[src/rtl/serial_subtractor.sv]
// Bit-serial subtractor: a single 1-bit subtract cell walks the operands
// LSB first, one bit per clock, and presents diff/borrow/ovf/zero with a
// valid/ready handshake. Latency from accept to out_valid is WIDTH edges.
module serial_subtractor #(
   parameter int WIDTH = 4
) (
   input  logic             clk,
   input  logic             rst_n,
   input  logic [WIDTH-1:0] a,
   input  logic [WIDTH-1:0] b,
   input  logic             in_valid,
   output logic             in_ready,
   output logic [WIDTH-1:0] diff,
   output logic             borrow,
   output logic             ovf,
   output logic             zero,
   output logic             out_valid,
   input  logic             out_ready
);

   localparam int IDXW = $clog2(WIDTH);
   localparam logic [IDXW-1:0] LAST_IDX = IDXW'(WIDTH - 1);

   typedef enum logic [1:0] {
      IDLE = 2'd0,
      RUN  = 2'd1,
      DONE = 2'd2
   } state_e;

   // One-bit subtract cell: returns {borrow_out, difference_bit}.
   function automatic logic [1:0] sub_cell(input logic a_bit,
                                           input logic b_bit,
                                           input logic br_in);
      logic d_bit;
      logic br_out;
      d_bit  = a_bit ^ b_bit ^ br_in;
      br_out = (~a_bit & b_bit) | (~(a_bit ^ b_bit) & br_in);
      return {br_out, d_bit};
   endfunction

   state_e           state_q, state_d;
   logic [WIDTH-1:0] a_sh_q, a_sh_d;
   logic [WIDTH-1:0] b_sh_q, b_sh_d;
   logic [WIDTH-1:0] diff_q, diff_d;
   logic [IDXW-1:0]  idx_q, idx_d;
   logic             br_q, br_d;
   logic             nz_q, nz_d;
   logic             borrow_q, borrow_d;
   logic             ovf_q, ovf_d;
   logic             zero_q, zero_d;
   logic             in_ready_q, in_ready_d;
   logic             out_valid_q, out_valid_d;

   logic             accept_s;
   logic             last_bit_s;
   logic [1:0]       cell_s;
   logic             cell_d_s;
   logic             cell_br_s;

   assign accept_s   = in_valid & (state_q == IDLE);
   assign last_bit_s = (idx_q == LAST_IDX);
   assign cell_s     = sub_cell(a_sh_q[0], b_sh_q[0], br_q);
   assign cell_d_s   = cell_s[0];
   assign cell_br_s  = cell_s[1];

   // Next-state logic for the IDLE/RUN/DONE sequencer.
   always_comb begin
      state_d = state_q;
      case (state_q)
         IDLE: begin
            if (accept_s) begin
               state_d = RUN;
            end else begin
               state_d = IDLE;
            end
         end
         RUN: begin
            if (last_bit_s) begin
               state_d = DONE;
            end else begin
               state_d = RUN;
            end
         end
         DONE: begin
            if (out_ready) begin
               state_d = IDLE;
            end else begin
               state_d = DONE;
            end
         end
         default: begin
            state_d = IDLE;
         end
      endcase
   end

   // Datapath next values: load on accept, shift one bit per RUN cycle,
   // capture the flags on the final bit, hold everything otherwise.
   always_comb begin
      a_sh_d   = a_sh_q;
      b_sh_d   = b_sh_q;
      diff_d   = diff_q;
      idx_d    = idx_q;
      br_d     = br_q;
      nz_d     = nz_q;
      borrow_d = borrow_q;
      ovf_d    = ovf_q;
      zero_d   = zero_q;
      case (state_q)
         IDLE: begin
            if (accept_s) begin
               a_sh_d = a;
               b_sh_d = b;
               idx_d  = '0;
               br_d   = 1'b0;
               nz_d   = 1'b0;
            end else begin
               a_sh_d = a_sh_q;
            end
         end
         RUN: begin
            a_sh_d = {1'b0, a_sh_q[WIDTH-1:1]};
            b_sh_d = {1'b0, b_sh_q[WIDTH-1:1]};
            diff_d = {cell_d_s, diff_q[WIDTH-1:1]};
            br_d   = cell_br_s;
            nz_d   = nz_q | cell_d_s;
            if (last_bit_s) begin
               // On the final bit the cell inputs are the operand MSBs.
               idx_d    = '0;
               borrow_d = cell_br_s;
               ovf_d    = (a_sh_q[0] ^ b_sh_q[0]) & (cell_d_s ^ a_sh_q[0]);
               zero_d   = ~(nz_q | cell_d_s);
            end else begin
               idx_d    = idx_q + IDXW'(1);
            end
         end
         DONE: begin
            a_sh_d = a_sh_q;
         end
         default: begin
            a_sh_d = a_sh_q;
         end
      endcase
   end

   // Handshake outputs are registered copies of the next-state decode.
   always_comb begin
      in_ready_d  = (state_d == IDLE);
      out_valid_d = (state_d == DONE);
   end

   // State register; reset aborts any operation in flight.
   always_ff @(posedge clk or negedge rst_n) begin
      if (!rst_n) begin
         state_q <= IDLE;
      end else begin
         state_q <= state_d;
      end
   end

   // Datapath and output registers.
   always_ff @(posedge clk or negedge rst_n) begin
      if (!rst_n) begin
         a_sh_q      <= '0;
         b_sh_q      <= '0;
         diff_q      <= '0;
         idx_q       <= '0;
         br_q        <= 1'b0;
         nz_q        <= 1'b0;
         borrow_q    <= 1'b0;
         ovf_q       <= 1'b0;
         zero_q      <= 1'b0;
         in_ready_q  <= 1'b1;
         out_valid_q <= 1'b0;
      end else begin
         a_sh_q      <= a_sh_d;
         b_sh_q      <= b_sh_d;
         diff_q      <= diff_d;
         idx_q       <= idx_d;
         br_q        <= br_d;
         nz_q        <= nz_d;
         borrow_q    <= borrow_d;
         ovf_q       <= ovf_d;
         zero_q      <= zero_d;
         in_ready_q  <= in_ready_d;
         out_valid_q <= out_valid_d;
      end
   end

   assign in_ready  = in_ready_q;
   assign out_valid = out_valid_q;
   assign diff      = diff_q;
   assign borrow    = borrow_q;
   assign ovf       = ovf_q;
   assign zero      = zero_q;

endmodule

[config.mk]
export PLATFORM = sky130hd
export DESIGN_NAME = serial_subtractor
export DESIGN_NICKNAME = d
export VERILOG_FILES = /design/src/rtl/serial_subtractor.sv
export SDC_FILE = /design/constraint.sdc
export NUM_CORES = 1
export LEC_CHECK = 0
export ABC_AREA = 1
export CAP_MARGIN = 10
export CORE_ASPECT_RATIO = 2
export CORE_MARGIN = 5
export CORE_UTILIZATION = 33
export CTS_CLUSTER_SIZE = 24
export DETAILED_ROUTE_END_ITERATION = 10
export PLACE_DENSITY = 0.64
export SLEW_MARGIN = 20
export SYNTH_ARGS = -nofsm -noshare
export SYNTH_HDL_FRONTEND = slang
export SYNTH_SLANG_ARGS = --single-unit
[constraint.sdc]
create_clock -name clk -period 3.7 [get_ports clk]
set_clock_uncertainty 0.2 [all_clocks]
set_input_delay 0.925 -clock clk [delete_from_list [all_inputs] [get_ports clk]]
set_output_delay 0.925 -clock clk [all_outputs]
set_load 0.02 [all_outputs]
==> out/qor.csv <==
metric,value,unit
status,"complete, no violations",
gp weighted congestion,0.817,
"Seq/Total Area, Yosys",54.0,%
Die Area,4540,um2
CTS H-Tree Depth,1,
FMAX,0.401,GHz
Crit Path Class,flop to output pin,
worst-margin pin slew,0.527,ns
diode count,0,
post-CTS sizing,0,
Yosys warning count,0,
Reg power frac,39.0,%
# IOs,21,
largest net degree at the start of global routing,24,
Synth Register Bits,23,
Mapped Cells,122,
Post-CTS Setup Bufs,0,
Starting Density,33.8,%
CTS sink count,23,
Synth cell types,19,
final setup fails,0,
"Arr. time, crit path",1.37,ns
vias in the first global route,826,
Bufs on Longest Clock Path,2,
syn avg cell area,8.76,um2
element type at the critical path start,flop,
WL/cell,11.9,um
post-synthesis net count,137,
CTS Hold Bufs,0,
Multi-input gate area,412,um2
R2R Setup Slk,2.02,ns
clock power share,13.5,%
Die Ht,90.5,um
1st-pass router iterations,4,
CP Max Fanout,1,
routed vias/inst,4.74,
static leakage,0.697,nW
WL final,2060,um
GRT overflow,0,
crit path cell chain,clkdlybuf4s50_1,
min-delay worst type,flop to flop,
post-synthesis simple-gate area fraction,29.0,%
Tcrit/Tclk final,67.4,%
clk slew on worst S/H paths,0.08,ns
post-DP HPWL,1590,um
register area,577,um2
DRT iter0 DRCs,31,
mux contribution to synthesized area,0,%
Synth Area in Adders,4.22,%
Sum Neg Setup Slack,0,ns
cts bufs inserted,3,
CP Buf/Inv Count,1,
Max-Cap Viols,0,
"Power, Total",1.15,mW
kind of end point of the critical path,output pin,
FILL cells,311,
xor/xnor share of the synthesized area,0,%
total track usage,9.60,%
slew margin rel.,64.8,%
slowest CP cell,clkdlybuf4s50_1,
Cell Pwr Density,876,nW/um2
WP data required,2.57,ns
DR DRC count,0,
Die X,50.2,um
Pins Over Slew Limit,0,
vias,824,
min Tclk post-route,2.49,ns
CTS tree,done,
synth-to-layout area growth,22.8,%
P_int,656,uW
initial antenna violation count,0,
Antenna Violating Nets Remaining,0,
Site Rows,29,
largest family of logic cells by synthesized area,simple AND/OR/NAND/NOR gates,
compound-gate portion of the synthesized area,5.27,%
P_sw,494,uW
worst vdd ir,0.000440,V
Post-Syn Area,1070,um2
fraction of layout instances using a drive strength above 1,9.79,%
"Hold Vio Cnt, Final",0,
clk_lat worst skew,0.27,ns
root buf cell,clkbuf_8,
Final #Nets,159,
IO Port Bufs,20,
Core ar.,3160,um2
"delay-heaviest family, CP",buffers and inverters,
Max stage delay on crit path,0.59,ns
Switching Share,42.9,%
first-pass GRT wire length,3510,um
RSZ-0062 raised after global routing,false,
Comb pwr share,47.6,%
[layout by cell type (no fill, tap or decap)]
cell type | synthesis | routed
nand3_1 | 8 | 8
clkinv_2 | 0 | 1
inv_4 | 1 | 1
ha_1 | 2 | 2
inv_1 | 9 | 9
o21ai_1 | 1 | 1
fa_1 | 1 | 1
o21ai_0 | 3 | 3
dfrtp_1 | 22 | 22
nor2_4 | 1 | 1
clkbuf_8 | 1 | 3
o21ai_2 | 3 | 3
nand2_4 | 2 | 2
nand2_1 | 60 | 60
clkdlybuf4s50_1 | 0 | 19
buf_2 | 0 | 1
dfstp_2 | 1 | 1
inv_2 | 1 | 1
nand3b_1 | 1 | 1
a21oi_1 | 2 | 2
nor2_1 | 1 | 1
[worst register-to-register path, delay by kind of cell (launching register included)]
kind            cells  cell delay (ns)
fa+ha+maj           1             0.60
simple gates        2             0.15
buf+inv             2             0.17
compound gates      1             0.12
flops               1             0.38
[power by group through the flow]
stage | Sequential (mW) | Clock (mW) | Combinational, mW
after floorplan | 0.479 | 0 | 0.371
after global placement | 0.448 | 0 | 0.541
after detailed placement | 0.453 | 0 | 0.556
after CTS | 0.449 | 0.159 | 0.558
after global routing | 0.466 | 0.170 | 0.623
final | 0.448 | 0.155 | 0.547
[stage by stage]
step | instances | cell area [um2] | util (%) | setup WS, ns | hold slack (ns)
final | 174 | 1310 | 41.6 | 1.21 | 0.286
after global routing | 174 | 1310 | 41.6 | 1.18 | 0.314
after CTS | 174 | 1320 | 41.7 | 1.20 | 0.289
after detailed placement | 170 | 1270 | 40.3 | 1.24 | 0.268
after global placement | 170 | 1270 | 40.3 | 1.27 | 0.262
after floorplan | 122 | 1070 | - | 2.02 | 0.246
[worst paths after layout]
| check | from | endpoint | cells after the start |
|---|---|---|---|
| max | in_ready | in_ready | 1 |
| min | idx_q[1] | idx_q[1] | 2 |
| max reg2reg | a_sh_q[0] | ovf | 6 |
| min reg2reg | idx_q[1] | idx_q[1] | 2 |
| max in group asynchronous | rst_n | in_ready | 1 |
| min in group asynchronous | rst_n | a_sh_q[1] | 1 |
[state kept, by name, summed over array words and instances (netlist names)]
register	flops
nz_q	1
diff	4
borrow	1
idx_q	2
zero	1
br_q	1
ovf	1
a_sh_q	4
in_ready	1
state_q	2
out_valid	1
b_sh_q	4
[layer usage]
metal	vias up	global-route usage, %	wire (um)
met1	386	10.3	784
li1	414	-	-
met2	19	17.5	1130
met3	5	1.65	108
met5	-	0	0
met4	0	3.72	38
[cell families after synthesis]
logic type | after synthesis
buffers and inverters | 14
flip-flops | 23
AO/OA/AOI/OAI | 9
adder cells (fa/ha/maj) | 3
AND/OR/NAND/NOR | 73
[synth_stat cells]
cell type	instances	area [um2]
o21ai_0	3	15.0
nand3b_1	1	7.51
buf_6	2	22.5
fa_1	1	20.0
nand2_4	2	22.5
nand2_1	60	225
clkbuf_8	1	13.8
inv_2	1	3.75
dfstp_2	1	26.3
inv_1	9	33.8
nand3_1	8	40.0
dfrtp_1	22	551
nor2_4	1	11.3
a21oi_1	2	10.0
o21ai_2	3	26.3
inv_4	1	6.26
o21ai_1	1	5.00
nor2_1	1	3.75
ha_1	2	25.0
[final cells by class]
cell class,instances,share of cell area [%]
inverters,11,3.34
repair buffers,20,14.9
clock inverters,1,0.381
flip-flops and latches,23,43.9
clock buffers,3,3.15
multi-input cells,85,31.4
well taps,31,2.96
Note: power is estimated with default switching activity, not from simulation.
